[src/rtl/r5fp_sb_pkg.sv]
// Purpose: shared types and FP-aware compare helpers for the R5FP result scoreboard.
// Latency: n/a (types and pure functions only).
// Backpressure: n/a.
// Contents: scoreboard state enum, is_zero / is_nan classifiers and the
// results_match rule. Helpers take the format widths as arguments and operate
// on words zero-extended to MAX_W bits, so any EXP_W/SIG_W up to MAX_W works.
package r5fp_sb_pkg;

  localparam int MAX_W = 64;

  typedef enum logic [1:0] {
    RUN   = 2'd0,
    DRAIN = 2'd1,
    DONE  = 2'd2,
    HALT  = 2'd3
  } sb_state_e;

  // Low w bits set.
  function automatic logic [MAX_W-1:0] field_mask(input int unsigned w);
    return (MAX_W'(1) << w) - MAX_W'(1);
  endfunction

  // Exponent and significand both zero; the sign bit is ignored.
  function automatic logic is_zero(input logic [MAX_W-1:0] z,
                                   input int unsigned exp_w,
                                   input int unsigned sig_w);
    logic [MAX_W-1:0] mag;
    mag = z & field_mask(exp_w + sig_w);
    return (mag == '0);
  endfunction

  // Exponent all ones with a non-zero significand; payload and sign ignored.
  function automatic logic is_nan(input logic [MAX_W-1:0] z,
                                  input int unsigned exp_w,
                                  input int unsigned sig_w);
    logic [MAX_W-1:0] e;
    logic [MAX_W-1:0] s;
    e = (z >> sig_w) & field_mask(exp_w);
    s = z & field_mask(sig_w);
    return (e == field_mask(exp_w)) && (s != '0);
  endfunction

  // Values are equivalent when bit-identical, both zero, or both NaN.
  // Status flags must always agree exactly.
  function automatic logic results_match(input logic [MAX_W-1:0] exp_z,
                                         input logic [MAX_W-1:0] dut_z,
                                         input logic [7:0]       exp_st,
                                         input logic [7:0]       dut_st,
                                         input int unsigned      exp_w,
                                         input int unsigned      sig_w);
    logic val_ok;
    val_ok = (exp_z == dut_z)
          || (is_zero(exp_z, exp_w, sig_w) && is_zero(dut_z, exp_w, sig_w))
          || (is_nan(exp_z, exp_w, sig_w) && is_nan(dut_z, exp_w, sig_w));
    return val_ok && (exp_st == dut_st);
  endfunction

endpackage

[src/rtl/r5fp_sb_fifo.sv]
// Purpose: synchronous FIFO holding golden entries awaiting a DUT result.
// Latency: head visible the cycle after push; head_dat is a combinational read.
// Backpressure: push ignored when full, pop ignored when empty.
// Ports: clk, reset (sync, active-high); push/push_dat write side;
// pop/head_dat read side; full/empty status flags.
module r5fp_sb_fifo #(
  parameter int WIDTH = 8,
  parameter int DEPTH = 16
) (
  input  logic             clk,
  input  logic             reset,
  input  logic             push,
  input  logic [WIDTH-1:0] push_dat,
  input  logic             pop,
  output logic [WIDTH-1:0] head_dat,
  output logic             full,
  output logic             empty
);

  localparam int AW = $clog2(DEPTH);

  logic [WIDTH-1:0] mem_q [DEPTH];
  logic [AW-1:0]    wr_ptr_q, wr_ptr_d;
  logic [AW-1:0]    rd_ptr_q, rd_ptr_d;
  logic [AW:0]      cnt_q, cnt_d;
  logic             do_push, do_pop;

  assign full    = (cnt_q == (AW+1)'(DEPTH));
  assign empty   = (cnt_q == '0);
  assign do_push = push && !full;
  assign do_pop  = pop && !empty;

  assign head_dat = mem_q[rd_ptr_q];

  // Pointers wrap naturally because DEPTH is a power of two.
  always_comb begin
    wr_ptr_d = wr_ptr_q;
    rd_ptr_d = rd_ptr_q;
    cnt_d    = cnt_q;
    if (do_push) wr_ptr_d = wr_ptr_q + 1'b1;
    if (do_pop)  rd_ptr_d = rd_ptr_q + 1'b1;
    case ({do_push, do_pop})
      2'b10:   cnt_d = cnt_q + 1'b1;
      2'b01:   cnt_d = cnt_q - 1'b1;
      default: cnt_d = cnt_q;
    endcase
  end

  always_ff @(posedge clk) begin
    if (reset) begin
      wr_ptr_q <= '0;
      rd_ptr_q <= '0;
      cnt_q    <= '0;
    end else begin
      wr_ptr_q <= wr_ptr_d;
      rd_ptr_q <= rd_ptr_d;
      cnt_q    <= cnt_d;
    end
  end

  // Storage needs no reset: entries are only read while counted as valid.
  always_ff @(posedge clk) begin
    if (do_push) mem_q[wr_ptr_q] <= push_dat;
  end

endmodule

[src/rtl/r5fp_result_scoreboard.sv]
// Purpose: in-order checker pairing golden FP results with later DUT results.
// Latency: compare registered; counters/mismatch/capture update 1 cycle after dut_valid.
// Backpressure: exp_ready drops when the FIFO is full or once draining; DUT side has none.
// Ports: exp_* golden entry (valid/ready), dut_* result stream (valid only),
// flush ends stimulus; pass_cnt/fail_cnt, mismatch pulse, first_fail_* capture,
// sticky orphan_err/timeout_err, done in DONE or HALT.
module r5fp_result_scoreboard #(
  parameter int EXP_W        = 5,
  parameter int SIG_W        = 6,
  parameter int DEPTH        = 16,
  parameter int CNT_W        = 32,
  parameter int TIMEOUT      = 1024,
  parameter int STOP_ON_FAIL = 1
) (
  input  logic                   clk,
  input  logic                   reset,
  input  logic                   exp_valid,
  output logic                   exp_ready,
  input  logic [EXP_W+SIG_W:0]   exp_a,
  input  logic [EXP_W+SIG_W:0]   exp_b,
  input  logic [EXP_W+SIG_W:0]   exp_z,
  input  logic [7:0]             exp_status,
  input  logic                   dut_valid,
  input  logic [EXP_W+SIG_W:0]   dut_z,
  input  logic [7:0]             dut_status,
  input  logic                   flush,
  output logic [CNT_W-1:0]       pass_cnt,
  output logic [CNT_W-1:0]       fail_cnt,
  output logic                   mismatch,
  output logic                   first_fail_valid,
  output logic [EXP_W+SIG_W:0]   first_fail_a,
  output logic [EXP_W+SIG_W:0]   first_fail_b,
  output logic [EXP_W+SIG_W:0]   first_fail_exp,
  output logic [EXP_W+SIG_W:0]   first_fail_dut,
  output logic                   orphan_err,
  output logic                   timeout_err,
  output logic                   done
);

  import r5fp_sb_pkg::*;

  localparam int   W    = EXP_W + SIG_W + 1;
  localparam int   EW   = 4*W + 8;
  localparam int   TW   = $clog2(TIMEOUT + 1);
  localparam logic STOP = (STOP_ON_FAIL != 0);

  // FIFO entry layout, MSB first: a | b | z | spare lane (zero) | status.
  logic [EW-1:0]  push_dat, head_dat;
  logic [W-1:0]   head_a, head_b, head_z, head_rsvd;
  logic [7:0]     head_st;
  logic           fifo_full, fifo_empty;
  logic           unused_rsvd;

  logic           active, do_push, do_pop, orphan, cmp_ok;
  logic           fail_now, pass_now, stall_hit, stop;

  sb_state_e      state_q, state_d;
  logic [TW-1:0]  stall_q, stall_d;
  logic [CNT_W-1:0] pass_cnt_q, pass_cnt_d;
  logic [CNT_W-1:0] fail_cnt_q, fail_cnt_d;
  logic           mismatch_q, mismatch_d;
  logic           ff_vld_q, ff_vld_d;
  logic [W-1:0]   ff_a_q, ff_a_d, ff_b_q, ff_b_d;
  logic [W-1:0]   ff_exp_q, ff_exp_d, ff_dut_q, ff_dut_d;
  logic           orphan_err_q, orphan_err_d;
  logic           timeout_err_q, timeout_err_d;
  logic           done_q, done_d;

  assign push_dat = {exp_a, exp_b, exp_z, {W{1'b0}}, exp_status};
  assign head_a    = head_dat[4*W+7 -: W];
  assign head_b    = head_dat[3*W+7 -: W];
  assign head_z    = head_dat[2*W+7 -: W];
  assign head_rsvd = head_dat[W+7 -: W];
  assign head_st   = head_dat[7:0];
  assign unused_rsvd = ^head_rsvd;

  r5fp_sb_fifo #(
    .WIDTH (EW),
    .DEPTH (DEPTH)
  ) u_fifo (
    .clk      (clk),
    .reset    (reset),
    .push     (do_push),
    .push_dat (push_dat),
    .pop      (do_pop),
    .head_dat (head_dat),
    .full     (fifo_full),
    .empty    (fifo_empty)
  );

  // Inputs are only honoured in RUN/DRAIN; DONE and HALT freeze everything.
  assign active    = (state_q == RUN) || (state_q == DRAIN);
  assign exp_ready = !reset && !fifo_full && (state_q == RUN);
  assign do_push   = exp_valid && exp_ready;
  // A result arriving with an empty FIFO cannot pair with a same-cycle push:
  // the push only becomes the head on the next cycle.
  assign do_pop    = active && dut_valid && !fifo_empty;
  assign orphan    = active && dut_valid && fifo_empty;

  assign cmp_ok   = results_match(MAX_W'(head_z), MAX_W'(dut_z), head_st, dut_status,
                                  EXP_W, SIG_W);
  assign pass_now = do_pop && cmp_ok;
  assign fail_now = orphan || (do_pop && !cmp_ok);

  // Stall counter: waiting cycles with work outstanding and nothing returned.
  assign stall_hit = active && !fifo_empty && !dut_valid && (stall_q == TW'(TIMEOUT - 1));

  always_comb begin
    stall_d = stall_q;
    if (active) begin
      if (!fifo_empty && !dut_valid) stall_d = stall_q + 1'b1;
      else                           stall_d = '0;
    end
  end

  assign stop = (fail_now && STOP) || stall_hit;

  // Drain completes once nothing is queued and no result is being checked
  // this cycle; the last compare has already landed at the popping edge.
  always_comb begin
    state_d = state_q;
    case (state_q)
      RUN: begin
        if (stop)       state_d = HALT;
        else if (flush) state_d = DRAIN;
      end
      DRAIN: begin
        if (stop)                          state_d = HALT;
        else if (fifo_empty && !dut_valid) state_d = DONE;
      end
      default: state_d = state_q;
    endcase
  end

  always_comb begin
    pass_cnt_d    = pass_cnt_q;
    fail_cnt_d    = fail_cnt_q;
    mismatch_d    = fail_now;
    ff_vld_d      = ff_vld_q;
    ff_a_d        = ff_a_q;
    ff_b_d        = ff_b_q;
    ff_exp_d      = ff_exp_q;
    ff_dut_d      = ff_dut_q;
    orphan_err_d  = orphan_err_q || orphan;
    timeout_err_d = timeout_err_q || stall_hit;
    done_d        = (state_d == DONE) || (state_d == HALT);

    // Counters saturate rather than wrap.
    if (pass_now && (pass_cnt_q != {CNT_W{1'b1}})) pass_cnt_d = pass_cnt_q + 1'b1;
    if (fail_now && (fail_cnt_q != {CNT_W{1'b1}})) fail_cnt_d = fail_cnt_q + 1'b1;

    // Orphans have no golden entry, so the golden side of the capture is zero.
    if (fail_now && !ff_vld_q) begin
      ff_vld_d = 1'b1;
      ff_a_d   = orphan ? '0 : head_a;
      ff_b_d   = orphan ? '0 : head_b;
      ff_exp_d = orphan ? '0 : head_z;
      ff_dut_d = dut_z;
    end
  end

  always_ff @(posedge clk) begin
    if (reset) begin
      state_q       <= RUN;
      stall_q       <= '0;
      pass_cnt_q    <= '0;
      fail_cnt_q    <= '0;
      mismatch_q    <= 1'b0;
      ff_vld_q      <= 1'b0;
      ff_a_q        <= '0;
      ff_b_q        <= '0;
      ff_exp_q      <= '0;
      ff_dut_q      <= '0;
      orphan_err_q  <= 1'b0;
      timeout_err_q <= 1'b0;
      done_q        <= 1'b0;
    end else begin
      state_q       <= state_d;
      stall_q       <= stall_d;
      pass_cnt_q    <= pass_cnt_d;
      fail_cnt_q    <= fail_cnt_d;
      mismatch_q    <= mismatch_d;
      ff_vld_q      <= ff_vld_d;
      ff_a_q        <= ff_a_d;
      ff_b_q        <= ff_b_d;
      ff_exp_q      <= ff_exp_d;
      ff_dut_q      <= ff_dut_d;
      orphan_err_q  <= orphan_err_d;
      timeout_err_q <= timeout_err_d;
      done_q        <= done_d;
    end
  end

  assign pass_cnt         = pass_cnt_q;
  assign fail_cnt         = fail_cnt_q;
  assign mismatch         = mismatch_q;
  assign first_fail_valid = ff_vld_q;
  assign first_fail_a     = ff_a_q;
  assign first_fail_b     = ff_b_q;
  assign first_fail_exp   = ff_exp_q;
  assign first_fail_dut   = ff_dut_q;
  assign orphan_err       = orphan_err_q;
  assign timeout_err      = timeout_err_q;
  assign done             = done_q;

endmodule

[config.mk]
export PLATFORM = sky130hd
export DESIGN_NAME = r5fp_result_scoreboard
export DESIGN_NICKNAME = d
export VERILOG_FILES = /design/src/rtl/r5fp_sb_pkg.sv /design/src/rtl/r5fp_sb_fifo.sv /design/src/rtl/r5fp_result_scoreboard.sv
export SDC_FILE = /design/constraint.sdc
export NUM_CORES = 1
export LEC_CHECK = 0
export BUFFER_PORTS_ARGS = -buffer_cell sky130_fd_sc_hd__buf_4
export CAP_MARGIN = 20
export CORE_MARGIN = 2
export CORE_UTILIZATION = 45
export CTS_CLUSTER_SIZE = 40
export DETAILED_ROUTE_END_ITERATION = 8
export PLACE_DENSITY = 0.73
export SYNTH_ARGS = -nofsm -noshare
export SYNTH_HDL_FRONTEND = slang
export SYNTH_HIERARCHICAL = 1
export SYNTH_SLANG_ARGS = --single-unit
[constraint.sdc]
create_clock -name clk -period 8.1 [get_ports clk]
set_input_delay 1.62 -clock clk [delete_from_list [all_inputs] [get_ports clk]]
set_output_delay 1.62 -clock clk [all_outputs]
set_load 0.02 [all_outputs]
==> results.md <==
- The run finished with clean final reports.
- The number of nets with antenna violations after detailed routing is 0.
- The final hold violation count was 0.
- Counting every sink on the clock net gives 850.
- The final non-filler cell total is 3154.
- TritonCTS built the clock tree.
- The longest clock path from root to sink contains 3 buffers.
- The placed wire-length estimate after detailed placement is 43.67 mm.
- The average cell area after synthesis is 17.28 sq um.
- The worst path uses 67.56% of the clock period.
- The number of optimization iterations in the first detailed-route pass is 6.
- STA classifies the critical path startpoint as a flop.
- The detailed router finished its first iteration with 2142 violations.
- The standby leakage power is 0.01266 uW.
- The area inside the core boundary is 73330 sq um.
- The netlist area before placement is 33450 sq um.
- Summed over all layers, the global routing overflow is 0.
- For this configuration, the core starts out at a cell density of 45.61%.
- The number of instances resized during post-cts repair is 0.
- After detailed routing, the number of vias per cell comes to 5.932.
- The data required time of the critical path is 8.66 ns.
- The hold buffer count at CTS is 0.
- The max-capacitance violation count is 0.
- The site row count is 99.
- The number of nets handed over by synthesis was 2016.
- The minimum period implied by the final worst setup slack is 5.473 ns.
- Clock tree synthesis inserted a total of 86 buffers.
- The slew of the pin with the lowest slew margin is 1.109 ns.
- The worst-case IR drop observed on VDD is 150.3 uV.
- The number of global-route vias before repair is 18658.
- Buffers placed on the I/O ports in this run total 186.
- The final weighted congestion of routability-driven global placement is 0.8550.
- The H-tree level count is 3.
- In this run the vertical extent of the chip is 276.6 microns.
- The width of the die is 276.6 microns.
- Of the cells placed in the final design, the portion with a size suffix greater than 1 is 26.48%.
- The worst-case reg-to-reg path depth is 11.
- The clock latency on the worst-skew pair is 0.65 ns.
- The first global-routing pass estimated 117.3 mm of wire.
- On the final layout, the worst hold slack is 0.4751 ns.
- In the global route stage, overall resource usage came out at 20.26%.
- Setup repair after global routing left no endpoint under its margin.
- The number of fill cells in the layout is 5716.
- Setup violations remaining at the end of the flow were counted as 0.
- Yosys printed 6 warnings.
- The number of pins exceeding their max-slew limit in the final report came to 0.
- The average detailed-routed wire length per instance is 24.82 microns.
- The synthesized instance count is 1936.
- The critical path data arrival time is 6.03 ns.
- The routed layout has 18710 vias.
- The pin count of the biggest net entering global routing is 139.
- The worst clock skew is 0.02573 ns.
- The setup check on the worst reg-to-reg path leaves a slack of 2.63 ns.
- After clock tree synthesis, the setup repair step added 0 buffers.
- Of all nets on the critical path, the largest fanout is 58.
- The count of boundary I/O pins is 187.
- Clock-pin slew was measured on the worst setup and hold paths at 0.06 ns.
- The root buffer cell chosen for the clock tree is sky130_fd_sc_hd__clkbuf_16.
- Setup total negative slack on the finished layout was measured at 0 ns.
- In this run, placement finished with an instance count of 2994.
- The post-route DRC violation count is 0.
- The number of nets in the final layout is 2203.
- Compared with the post-synthesis result, the final layout area differs by 16.21%.
- The initial antenna violation count is 6.
- After detailed routing, the total wire length is 78.29 mm.
- The class of the worst hold path is reg -> reg.
- The floorplan step defined a die boundary enclosing 76520 sq um.
- The top achievable clock speed is 0.1827 GHz.
- The power per standard cell area is 236.1 nW/um^2.
- The class of the most critical setup path is reg -> reg.
- The critical path capture point type is a flop.
- Along the worst hold path, the cell count comes to 2.
- The worst pin sits at a relative slew slack of 25.86%.
[final timing paths]
path | start | end
worst min-delay path | first_fail_exp[3] | first_fail_exp[3]
worst max-delay path | flop | pass_cnt[28]
worst min register to register | first_fail_exp[3] | first_fail_exp[3]
worst max register to register | flop | pass_cnt[28]
[critical path, cell delays in order, from the launching register on]
cell and delay, ns:
sky130_fd_sc_hd__dfxtp_4 0.97, sky130_fd_sc_hd__buf_12 0.47, sky130_fd_sc_hd__mux4_2 0.58, sky130_fd_sc_hd__a22oi_1 0.20, sky130_fd_sc_hd__nand2_1 0.19, sky130_fd_sc_hd__nor4_1 0.30
sky130_fd_sc_hd__nand3_1 0.12, sky130_fd_sc_hd__or3_4 0.42, sky130_fd_sc_hd__a31oi_4 0.77, sky130_fd_sc_hd__nand4_2 0.50, sky130_fd_sc_hd__or4_1 0.61, sky130_fd_sc_hd__a21oi_1 0.15
[where the power goes]
group	leakage, uW	total [uW]	internal (uW)	switching [uW]
clock	0.00143	4080	2420	1670
combinational	0.00371	307	110	197
sequential	0.00752	4790	4760	25.6
total	0.0127	9180	7290	1890
[sequential cells by signal (all words and copies together), names as in the netlist, named ones only]
name and cells:
fail_cnt 32, first_fail_a 12, first_fail_dut 12, first_fail_b 12, first_fail_exp 12, u_fifo/mem_q 704, first_fail_valid 1, mismatch 1
u_fifo/wr_ptr_q 4, timeout_err 1, u_fifo/cnt_q 5, stall_q 11, orphan_err 1, u_fifo/rd_ptr_q 4, pass_cnt 32
[layout make-up]
class / count / area, sq um / area share, %
Multi-Input combinational cell: 953 / 8905 / 22.91
Clock buffer: 106 / 2293 / 5.901
Timing Repair Buffer: 220 / 1709 / 4.397
Antenna cell: 1 / 2.502 / 0.006438
Inverter: 12 / 45.04 / 0.1159
Clock inverter: 53 / 643.1 / 1.655
Tap cell: 959 / 1200 / 3.087
Sequential cell: 850 / 24070 / 61.93
[routing by layer]
| metal | track usage, % | vias to the layer above | wire, microns |
|---|---|---|---|
| li1 | - | 8046 | - |
| met2 | 32.91 | 949 | 37890 |
| met3 | 4.277 | 158 | 6890 |
| met5 | 0 | - | 71 |
| met4 | 6.257 | 10 | 2136 |
| met1 | 27.60 | 9547 | 31310 |
[placed cells by master (no fill, tap or decap), drive strengths merged, types with 6 or more instances in the layout]
cell / instances
edfxtp: 704
buf: 220
mux4: 176
dfxtp: 146
nor2: 125
clkbuf: 106
a22oi: 89
nand2: 75
nand3: 67
o21ai: 59
nand2b: 42
xor2: 34
clkinv: 33
nand4: 31
nor3: 28
xnor2: 26
a21oi: 26
and3: 23
nor2b: 19
mux2i: 17
inv: 17
mux2: 15
or3: 13
bufinv: 12
nor4: 11
ha: 11
and2: 11
or4: 8
a31oi: 8
and4: 6
[per-stage QoR]
step	setup slack (ns)	util, %	total power (uW)	area, sq um
3_3_place_gp	2.718	48.91	5177	35870
2_1_floorplan	1.500	-	5033	33450
6_report	2.627	53.00	9178	38870
3_5_place_dp	2.577	49.00	5188	35930
5_1_grt	2.135	53.00	9445	38870
4_1_cts	2.567	53.00	9244	38870
Note: power is estimated with default switching activity, not from simulation.
